--- config.mk ---
export PLATFORM = sky130hd
export DESIGN_NAME = product_accumulator_flat
export DESIGN_NICKNAME = d
export VERILOG_FILES = /design/src/rtl/product_accumulator_pkg.sv /design/src/rtl/product_accumulator_if.sv /design/src/rtl/product_accumulator_fifo.sv /design/src/rtl/product_accumulator.sv /design/src/flat_wrapper.sv
export SDC_FILE = /design/constraint.sdc
export NUM_CORES = 1
export LEC_CHECK = 0
export ABC_AREA = 1
export BUFFER_PORTS_ARGS = -buffer_cell sky130_fd_sc_hd__buf_2
export CAP_MARGIN = 25
export CORE_UTILIZATION = 55
export DETAILED_ROUTE_END_ITERATION = 10
export PLACE_DENSITY = 0.75
export RECOVER_POWER = 25
export SLEW_MARGIN = 20
export SYNTH_ARGS = -nofsm -noshare
export SYNTH_HDL_FRONTEND = slang
export SYNTH_SLANG_ARGS = --single-unit
--- constraint.sdc ---
create_clock -name clk -period 3.3 [get_ports clk]
set_input_delay 0.66 -clock clk [delete_from_list [all_inputs] [get_ports clk]]
set_output_delay 0.66 -clock clk [all_outputs]
set_load 0.005 [all_outputs]
--- src/rtl/product_accumulator_pkg.sv ---
// Shared constants and helpers for the product accumulator and its result FIFO.
package product_acc_pkg;

    localparam int unsigned PRODUCT_W      = 32;
    localparam int unsigned VEC_LEN_DEF    = 4;
    localparam int unsigned ACC_W_DEF      = 40;
    localparam int unsigned FIFO_DEPTH_DEF = 2;

    // Occupancy counter width: must be able to represent DEPTH itself.
    function automatic int unsigned level_w(input int unsigned depth);
        return 32'($clog2(depth)) + 32'd1;
    endfunction

endpackage

--- src/rtl/product_accumulator_if.sv ---
// Product input stream, result output stream and sticky error flags.
interface product_acc_if
    import product_acc_pkg::*;
#(
    parameter int unsigned ACC_W      = ACC_W_DEF,
    parameter int unsigned FIFO_DEPTH = FIFO_DEPTH_DEF
) ();

    localparam int unsigned LEVEL_W = level_w(FIFO_DEPTH);

    logic                 i_valid;
    logic [PRODUCT_W-1:0] i_payload;
    logic                 i_flush;
    logic                 o_valid;
    logic                 o_ready;
    logic [ACC_W-1:0]     o_payload;
    logic [LEVEL_W-1:0]   o_level;
    logic                 err_drop;
    logic                 err_wrap;

    modport slave (
        input  i_valid, i_payload, i_flush, o_ready,
        output o_valid, o_payload, o_level, err_drop, err_wrap
    );

    modport master (
        output i_valid, i_payload, i_flush, o_ready,
        input  o_valid, o_payload, o_level, err_drop, err_wrap
    );

endinterface

--- src/rtl/product_accumulator_fifo.sv ---
// Synchronous result FIFO with a registered head word; push and pop may coincide when full.
module acc_result_fifo
    import product_acc_pkg::*;
#(
    parameter  int unsigned WIDTH   = ACC_W_DEF,
    parameter  int unsigned DEPTH   = FIFO_DEPTH_DEF,
    localparam int unsigned LEVEL_W = level_w(DEPTH)
) (
    input  logic               clk,
    input  logic               reset,
    input  logic               push,
    input  logic [WIDTH-1:0]   push_data,
    input  logic               pop,
    output logic               full,
    output logic               empty,
    output logic [LEVEL_W-1:0] level,
    output logic [WIDTH-1:0]   head
);

    localparam int unsigned PTR_W = $clog2(DEPTH);

    logic [WIDTH-1:0]   mem [DEPTH];
    logic [PTR_W-1:0]   wr_ptr;
    logic [PTR_W-1:0]   rd_ptr;
    logic [PTR_W-1:0]   rd_next_c;
    logic [LEVEL_W-1:0] count_next_c;
    logic               do_push_c;
    logic               do_pop_c;

    always_comb begin
        do_pop_c     = pop && !empty;
        do_push_c    = push && (!full || do_pop_c);
        rd_next_c    = rd_ptr + PTR_W'(1);
        count_next_c = level + LEVEL_W'(do_push_c) - LEVEL_W'(do_pop_c);
    end

    // Storage carries no reset; validity is tracked by the pointers and level.
    always_ff @(posedge clk) begin
        if (do_push_c) begin
            mem[wr_ptr] <= push_data;
        end
    end

    always_ff @(posedge clk or posedge reset) begin
        if (reset) begin
            wr_ptr <= '0;
            rd_ptr <= '0;
            level  <= '0;
            full   <= 1'b0;
            empty  <= 1'b1;
            head   <= '0;
        end else begin
            if (do_push_c) begin
                wr_ptr <= wr_ptr + PTR_W'(1);
            end
            if (do_pop_c) begin
                rd_ptr <= rd_next_c;
            end
            level <= count_next_c;
            full  <= (count_next_c == LEVEL_W'(DEPTH));
            empty <= (count_next_c == '0);
            // Head follows the next entry after a pop, or captures a push into an empty buffer.
            if (do_pop_c) begin
                if (level == LEVEL_W'(1)) begin
                    if (do_push_c) begin
                        head <= push_data;
                    end
                end else begin
                    head <= mem[rd_next_c];
                end
            end else if (do_push_c && empty) begin
                head <= push_data;
            end
        end
    end

endmodule

--- src/rtl/product_accumulator.sv ---
// Sums each group of VEC_LEN products and queues the results on a ready/valid stream.
module product_accumulator
    import product_acc_pkg::*;
#(
    parameter int unsigned VEC_LEN    = VEC_LEN_DEF,
    parameter int unsigned ACC_W      = ACC_W_DEF,
    parameter int unsigned FIFO_DEPTH = FIFO_DEPTH_DEF
) (
    input  logic          clk,
    input  logic          reset,
    product_acc_if.slave  bus
);

    localparam int unsigned CNT_W   = (VEC_LEN > 1) ? $clog2(VEC_LEN) : 1;
    localparam int unsigned LEVEL_W = level_w(FIFO_DEPTH);

    logic [CNT_W-1:0]   cnt;
    logic [ACC_W-1:0]   acc;
    logic [ACC_W-1:0]   base_c;
    logic [ACC_W:0]     sum_c;
    logic               sample_c;
    logic               last_c;
    logic               push_c;
    logic               pop_c;
    logic               drop_c;
    logic               wrap_c;
    logic               full;
    logic               empty;
    logic [LEVEL_W-1:0] level;
    logic [ACC_W-1:0]   head;
    logic               err_drop_q;
    logic               err_wrap_q;

    // Flush masks the sample, so it also masks any push and error it would cause.
    always_comb begin
        sample_c = bus.i_valid && !bus.i_flush;
        last_c   = (cnt == CNT_W'(VEC_LEN - 1));
        base_c   = (cnt == '0) ? '0 : acc;
        sum_c    = {1'b0, base_c} + (ACC_W + 1)'(bus.i_payload);
        push_c   = sample_c && last_c;
        pop_c    = !empty && bus.o_ready;
        drop_c   = push_c && full && !pop_c;
        wrap_c   = sample_c && sum_c[ACC_W];
    end

    always_ff @(posedge clk or posedge reset) begin
        if (reset) begin
            cnt        <= '0;
            acc        <= '0;
            err_drop_q <= 1'b0;
            err_wrap_q <= 1'b0;
        end else if (bus.i_flush) begin
            cnt        <= '0;
            acc        <= '0;
            err_drop_q <= 1'b0;
            err_wrap_q <= 1'b0;
        end else begin
            if (sample_c) begin
                if (last_c) begin
                    cnt <= '0;
                    acc <= '0;
                end else begin
                    cnt <= cnt + CNT_W'(1);
                    acc <= sum_c[ACC_W-1:0];
                end
            end
            err_drop_q <= err_drop_q | drop_c;
            err_wrap_q <= err_wrap_q | wrap_c;
        end
    end

    acc_result_fifo #(
        .WIDTH (ACC_W),
        .DEPTH (FIFO_DEPTH)
    ) u_fifo (
        .clk       (clk),
        .reset     (reset),
        .push      (push_c),
        .push_data (sum_c[ACC_W-1:0]),
        .pop       (pop_c),
        .full      (full),
        .empty     (empty),
        .level     (level),
        .head      (head)
    );

    assign bus.o_valid   = !empty;
    assign bus.o_payload = head;
    assign bus.o_level   = level;
    assign bus.err_drop  = err_drop_q;
    assign bus.err_wrap  = err_wrap_q;

endmodule

--- src/flat_wrapper.sv ---
// flat-port wrapper written by rule: the top's interface ports become plain ports
module product_accumulator_flat import product_acc_pkg::*;
#(
    parameter int unsigned VEC_LEN    = VEC_LEN_DEF,
    parameter int unsigned ACC_W      = ACC_W_DEF,
    parameter int unsigned FIFO_DEPTH = FIFO_DEPTH_DEF
)
  (clk, reset, bus_i_valid, bus_i_payload, bus_i_flush, bus_o_ready, bus_o_valid, bus_o_payload, bus_o_level, bus_err_drop, bus_err_wrap);
  product_acc_if #(.ACC_W(ACC_W), .FIFO_DEPTH(FIFO_DEPTH)) bus_i ();
  input  logic clk;
  input  logic reset;
  input wire logic [$bits(bus_i.i_valid)-1:0] bus_i_valid;
  input wire logic [$bits(bus_i.i_payload)-1:0] bus_i_payload;
  input wire logic [$bits(bus_i.i_flush)-1:0] bus_i_flush;
  input wire logic [$bits(bus_i.o_ready)-1:0] bus_o_ready;
  output wire logic [$bits(bus_i.o_valid)-1:0] bus_o_valid;
  output wire logic [$bits(bus_i.o_payload)-1:0] bus_o_payload;
  output wire logic [$bits(bus_i.o_level)-1:0] bus_o_level;
  output wire logic [$bits(bus_i.err_drop)-1:0] bus_err_drop;
  output wire logic [$bits(bus_i.err_wrap)-1:0] bus_err_wrap;
  assign bus_i.i_valid = bus_i_valid;
  assign bus_i.i_payload = bus_i_payload;
  assign bus_i.i_flush = bus_i_flush;
  assign bus_i.o_ready = bus_o_ready;
  assign bus_o_valid = bus_i.o_valid;
  assign bus_o_payload = bus_i.o_payload;
  assign bus_o_level = bus_i.o_level;
  assign bus_err_drop = bus_i.err_drop;
  assign bus_err_wrap = bus_i.err_wrap;
  product_accumulator #(.VEC_LEN(VEC_LEN), .ACC_W(ACC_W), .FIFO_DEPTH(FIFO_DEPTH)) u_core (.clk(clk), .reset(reset), .bus(bus_i));
endmodule
======== After elaboration in Yosys (flattened, before gate mapping) ========
Memories as Yosys holds them, arrays and structs flattened.
Cells that the tools add are included.
cells by class
  equality and inequality tests ........... 4
  muxes and demuxes ....................... 15
  reductions and logical operators ........ 19
  add/subtract/negate cells ............... 6
  bitwise gates (word level) .............. 2
operators with widths
  kind                   number
  $mux W40               8
  $add A40 B32 Y41       1
  $logic_and A1 B1 Y1    9
  $mux W2                3
  $eq A2 B2 Y1 const B   2
  $logic_not A1 Y1       4
  $logic_not A2 Y1       2
  $mux W1                4
  $reduce_bool A2 Y1     2
  $ne A3 B3 Y1 const B   1
  $add A1 B1 Y1 const B  2
  $add A2 B1 Y2          1
  $add A2 B1 Y2 const B  1
  $eq A2 B1 Y1 const B   1
  $or A1 B1 Y1           2
  $reduce_and A2 Y1      1
  $sub A2 B1 Y2          1
  $logic_or A1 B1 Y1     1
word-level totals
  register bits ........................... 90
  RAM bits ................................ 80
  memories ................................ 1
  input port bits ......................... 37
memories
  memory             depth  width  rd ports  clocked after Yosys merged registers in  wr ports  line                            text
  u_core.u_fifo.mem  2      40     1         0                                        1         product_accumulator_fifo.sv:22  logic [WIDTH-1:0] mem [DEPTH];

======== Depth between registers and ports, before layout ========
  depth in word-level cells ............... 8
  gate-level depth with buffers ........... 20
  depth with buffers taken out ............ 19

======== By module ========
Synthesis repeated with hierarchy kept, for this count alone.
second synthesis, totals
  cells, all modules ...................... 1,397
  area, all modules ....................... 10,223.6 um^2
modules (own cells, without submodules)
  module               times used  area an instance (um^2)  cells an instance
  acc_result_fifo      1           5,296.3                  547
  product_accumulator  1           4,927.2                  850

======== Least setup slack after synthesis ========
No wires, ideal clock.
  path type ............................... in2reg
  start point ............................. input port bus_o_ready
  end point ............................... memory u_core.u_fifo.mem[1][0] (netlist bit), enable pin
  cell stages on the path ................. 6
  data arrival time ....................... 2.831 ns
  data required time ...................... 2.861 ns
  setup slack ............................. 0.030 ns
  cell sequence ........................... inv_1 -> nor2_2 -> inv_2 -> nand2_1 -> nand2_2 -> nor2_1
between the ends
  cells in the longest elaborated chain, start to end .. 6
ends and longest elaborated chain
  item                           line                            text
  start: declaration             flat_wrapper.sv:15              input wire logic [$bits(bus_i.o_ready)-1:0] bus_o_ready;
  $logic_and A1 B1 Y1            product_accumulator.sv:41       pop_c = !empty && bus.o_ready;
  $logic_and A1 B1 Y1            product_accumulator_fifo.sv:31  do_pop_c = pop && !empty;
  via u_core.u_fifo.do_pop_c     product_accumulator_fifo.sv:28  logic do_pop_c;
  $logic_or A1 B1 Y1             product_accumulator_fifo.sv:32  do_push_c = push && (!full || do_pop_c);
  $logic_and A1 B1 Y1            product_accumulator_fifo.sv:32
  $mux W1                        product_accumulator_fifo.sv:39  if (do_push_c) begin
  $mux W1 (not written as such)  product_accumulator_fifo.sv:40  mem[wr_ptr] <= push_data;
  end: declaration               product_accumulator_fifo.sv:22
The timed path passes the listed nets, and every way through them passes these cells.

======== Worst setup path in the final report ========
  start point ............................. register u_core.cnt[0]
  end point ............................... register u_core.acc[23]
between the ends
  cells in the longest elaborated chain, start to end .. 6
ends and longest elaborated chain
  item                      line                       text
  start: declaration        product_accumulator.sv:17  logic [CNT_W-1:0] cnt;
  start signal: assignment  product_accumulator.sv:63  cnt <= cnt + CNT_W'(1);
  $logic_not A2 Y1          product_accumulator.sv:38  base_c = (cnt == '0) ? '0 : acc;
  $mux W40                  product_accumulator.sv:38
  $add A40 B32 Y41          product_accumulator.sv:39  sum_c = {1'b0, base_c} + (ACC_W + 1)'(bus.i_payload);
  via u_core.sum_c[23]      product_accumulator.sv:20  logic [ACC_W:0] sum_c;
  $mux W40                  product_accumulator.sv:59  if (last_c) begin
  $mux W40                  product_accumulator.sv:58  if (sample_c) begin
  $mux W40                  product_accumulator.sv:52  end else if (bus.i_flush) begin
  end signal: assignment    product_accumulator.sv:64  acc <= sum_c[ACC_W-1:0];
  end: declaration          product_accumulator.sv:18  logic [ACC_W-1:0] acc;
The timed path passes the listed nets, and every way through them passes these cells. The select of a mux whose other input is x is not followed.
A chain may end at the register's enable or synchronous reset.

==> results.yml <==
logic_synthesis:
  synth_compound_gate_area_share_pct: 9.366
  synthesis.area_mm2: 0.009766
  synthFlopType: "sky130_fd_sc_hd__dfrtp_1"
  mean_area_per_synthesized_cell_um2: 7.689
  ys_seq_area_share_pct: 47.67
  synthAdderAreaFrac_pct: 4.946
  synth_enable_flop_cells: 80
  synth_area_leaders: "sky130_fd_sc_hd__edfxtp_1 25%, sky130_fd_sc_hd__dfrtp_1 23%, sky130_fd_sc_hd__nand2_1 16%, sky130_fd_sc_hd__inv_1 6.8%, sky130_fd_sc_hd__ha_1 4.7%"
  syn-instance-count: 1270
  synth-seq-cells: 170
  post-synth-top-area-fraction_pct: 24.60
  xor_xnor_share_of_the_synthesized_area_pct: 2.614
  yosys.area_share.simple_pct: 26.78
  synth_top_family_by_area: "simple AND/OR/NAND/NOR gates"
  netlist-cell-type-count: 37
  post-synth-top-area-cell: "sky130_fd_sc_hd__edfxtp_1"
  synth-async-reset-ratio_pct: 52.94
  synth.mux.area_fraction_pct: 0
  synthesis.nets: 1345
  yosysWarningCount: 0
final_layout:
  final_util_pct: 63.73
  antennaDiodeCount: 0
  syn2layout_area_growth_pct: 12.88
  nets: 1423
  fillCellCount: 1549
  layout-drive-gt1-share_pct: 13.01
hold_path:
  holdPathStages: 2
  start_point_of_the_worst_min_delay_path: "u_core.u_fifo.head[17]"
  worstHoldEndpoint: "u_core.u_fifo.head[17]"
  worst_hold_path_type: "reg2reg"
clocking:
  clkSlewWorstSetupHoldPaths_ps: 80
  post-cts-setup-buffer-count: 0
  cts.path.max_buffers: 2
  cts_tree: "built"
  cts_repair_resize_count: 0
  h-tree-depth: 4
  cts_inserted_buffers: 17
  clkLatencyLatePin_ps: 430
  cts_sinks: 170
  holdBufCountCts: 0
  clock_tree.root_cell: "sky130_fd_sc_hd__clkbuf_16"
die:
  initial_utilization_pct: 56.46
  placeable_core_region_mm2: 0.01730
  die-area_mm2: 0.01829
  floorplan.die.height_um: 135.3
  die_extent_in_x_um: 135.3
  std_cell_rows: 48
  num_io_pins: 82
power_and_ir_drop:
  ir_drop_v: 0.0008329
  p_leak_uw: 0.005505
  power.density_cell_area_mw_per_mm2: 607.5
timing:
  final.setup.tns_ps: 0
  final_max_slew_viol_count: 133
  tightest_slew_ps: 2430
  fin_worst_skew_ps: 14.09
  fmax_mhz: 337.9
  worst_slew_margin_rel_pct: -61.98
  setup_repair_after_global_routing_missed_its_margin: "false"
  final.min_clock_period_ps: 2959
  timing.final.setup_violations: 0
  timing.final.hold_violations: 0
  finalCritPeriodShare_pct: 89.67
drt:
  drc: 0
  antenna_left: 0
  drt_first_iter_violations: 746
  total_wirelength_mm: 26.20
  drt-wirelength-per-cell_um: 16.52
  drt-vias-per-instance: 5.302
  route.vias.total: 8409
  drt-pass1-iter-count: 7
setup_path:
  timing.reg2reg.worst_path_depth: 15
  reg2reg_from: "u_core.cnt[0]"
  setup.reg_to_reg.worst_slack_ps: 340
  crit_required_ps: 3660
  crit_chain: "inv_1, ha_1, buf_4, nor2_1, ha_1, nand2_2, nor2_1, nand2_1, nor2_2, nand2_1, nand3_1, nor2_1, nor2_2, nand2_1, o21ai_1"
  setup.worst_path.class: "reg2reg"
  worst-path-max-fanout: 15
  worst_path_max_delay_cell: "sky130_fd_sc_hd__ha_1"
  critical_path.endpoint_type: "flop"
  slowest_delay_ps: 410
  worst_ep_arrival_time_ps: 3320
  start_kind: "flop"
  rr_endpoint: "u_core.acc[23]"
global_routing:
  grt_start_max_net_pins: 91
  grt_antenna_before_repair: 0
  grt_use_total_pct: 29.96
  grt_first_pass_wirelength_mm: 41.13
  first_global_vias: 7937
  globalRouteOverflowTotal: 0
job:
  maxCapViolations: 2
place:
  hpwl_mm: 18.68
  gp_congestion: 0.9642
  io_buffers: 81
status:
  run_status: "finished, violations left"
  violated_checks: "max-capacitance violations, max-slew violations"
[worst max-delay path: cells and delay by family, from the launching register on]
kind / cells / cell delay [ps]
buf+inv: 2 / 380
fa+ha+maj: 2 / 640
flops: 1 / 380
simple gates: 10 / 1400
compound gates: 1 / 90
[worst max path at each step]
stage	start	endpoint	slack (ps)	depth (start not counted)
6_report	u_core.cnt[0]	u_core.acc[23]	340	15
5_1_grt	u_core.cnt[0]	u_core.acc[23]	120	15
4_1_cts	u_core.cnt[0]	u_core.acc[23]	390	15
3_5_place_dp	u_core.cnt[0]	u_core.acc[23]	410	15
3_3_place_gp	u_core.cnt[0]	u_core.acc[23]	440	15
2_1_floorplan	bus_o_ready	u_core.u_fifo.mem[1][0]	30	6
[metal layers]
metal	part of all wire [%]	vias up	track usage [%]
met3	7.7	35	5.836
li1	-	4166	-
met2	44	311	45.53
met1	47	3897	43.03
met4	2.0	0	9.738
met5	0	-	0
[flip-flops by register name (all words and copies together), names as in the netlist]
name	cells
u_core.u_fifo.mem	80
u_core.acc	40
u_core.u_fifo.head	40
u_core.cnt	2
u_core.u_fifo.level	2
u_core.bus.err_drop	1
u_core.bus.err_wrap	1
u_core.u_fifo.empty	1
u_core.u_fifo.full	1
u_core.u_fifo.rd_ptr	1
u_core.u_fifo.wr_ptr	1
[per-stage QoR]
stage	hold slack [ps]	power [uW]	area (um^2)	cells	worst slack [ps]
2_1_floorplan	471.5	4000	9766	1270	29.95
3_3_place_gp	457.7	4746	10490	1554	444.2
3_5_place_dp	460.5	4790	10490	1554	410.2
4_1_cts	371.3	6700	11050	1586	387.8
5_1_grt	495.5	7067	11020	1586	121.1
6_report	473.7	6697	11020	1586	340.7
[power breakdown]
group          internal, uW  leakage, uW  total, uW  switching [uW]
registers              2560      0.00189       2740             182
clock network          1010     0.000266       1930             921
logic                   691      0.00335       2030            1340
[area by class of cell]
cell class                 count  area [um^2]  area share (%)
sequential                   170         4656           42.24
multi-input combinational    880         4285           38.88
inverter                     183        688.2           6.243
timing repair buffer          96        558.0           5.062
clock buffer                  20        446.7           4.052
tap                          225        281.5           2.554
clock inverter                12        107.6          0.9762
[Yosys cell counts, types with 6 or more instances]
cell / number
sky130_fd_sc_hd__inv_1: 178
sky130_fd_sc_hd__xor2_1: 11
sky130_fd_sc_hd__xor2_2: 6
sky130_fd_sc_hd__nand2_2: 21
sky130_fd_sc_hd__a31oi_1: 6
sky130_fd_sc_hd__buf_2: 10
sky130_fd_sc_hd__nor3_1: 7
sky130_fd_sc_hd__xnor2_1: 7
sky130_fd_sc_hd__o21ai_1: 14
sky130_fd_sc_hd__a21oi_1: 91
sky130_fd_sc_hd__nand2_1: 425
sky130_fd_sc_hd__nor2_2: 8
sky130_fd_sc_hd__ha_1: 37
sky130_fd_sc_hd__edfxtp_1: 80
sky130_fd_sc_hd__o21ai_0: 50
sky130_fd_sc_hd__clkbuf_1: 24
sky130_fd_sc_hd__dfrtp_1: 89
sky130_fd_sc_hd__nand3_1: 52
sky130_fd_sc_hd__nor2_1: 120
[kinds of logic (layout without fill, tap and decap cells)]
group,after synthesis,count (layout)
compound gates,174,174
buf+inv,220,311
xor+xnor,24,24
flops,170,170
simple gates,644,644
fa+ha+maj,38,38
[layout by cell type, fill, tap and decap left out, types with 3 or more instances in the layout]
cell type and count:
sky130_fd_sc_hd__clkbuf_1 6, sky130_fd_sc_hd__xnor2_1 7, sky130_fd_sc_hd__nand2_1 425, sky130_fd_sc_hd__nor2_4 3, sky130_fd_sc_hd__o22ai_1 4, sky130_fd_sc_hd__buf_2 78, sky130_fd_sc_hd__nor3_1 7, sky130_fd_sc_hd__buf_4 9
sky130_fd_sc_hd__xor2_2 6, sky130_fd_sc_hd__o21ai_2 4, sky130_fd_sc_hd__a31oi_1 6, sky130_fd_sc_hd__inv_6 6, sky130_fd_sc_hd__nor2_2 9, sky130_fd_sc_hd__o21ai_1 14, sky130_fd_sc_hd__o21ai_0 50, sky130_fd_sc_hd__edfxtp_1 80
sky130_fd_sc_hd__xor2_1 11, sky130_fd_sc_hd__nand2_2 21, sky130_fd_sc_hd__inv_1 177, sky130_fd_sc_hd__nand3_2 4, sky130_fd_sc_hd__buf_12 4, sky130_fd_sc_hd__clkbuf_16 17, sky130_fd_sc_hd__nand3_1 52, sky130_fd_sc_hd__inv_2 4
sky130_fd_sc_hd__ha_1 37, sky130_fd_sc_hd__dfrtp_1 89, sky130_fd_sc_hd__nor2_1 117, sky130_fd_sc_hd__a21oi_1 91
Power figures use the tool's default switching activity.
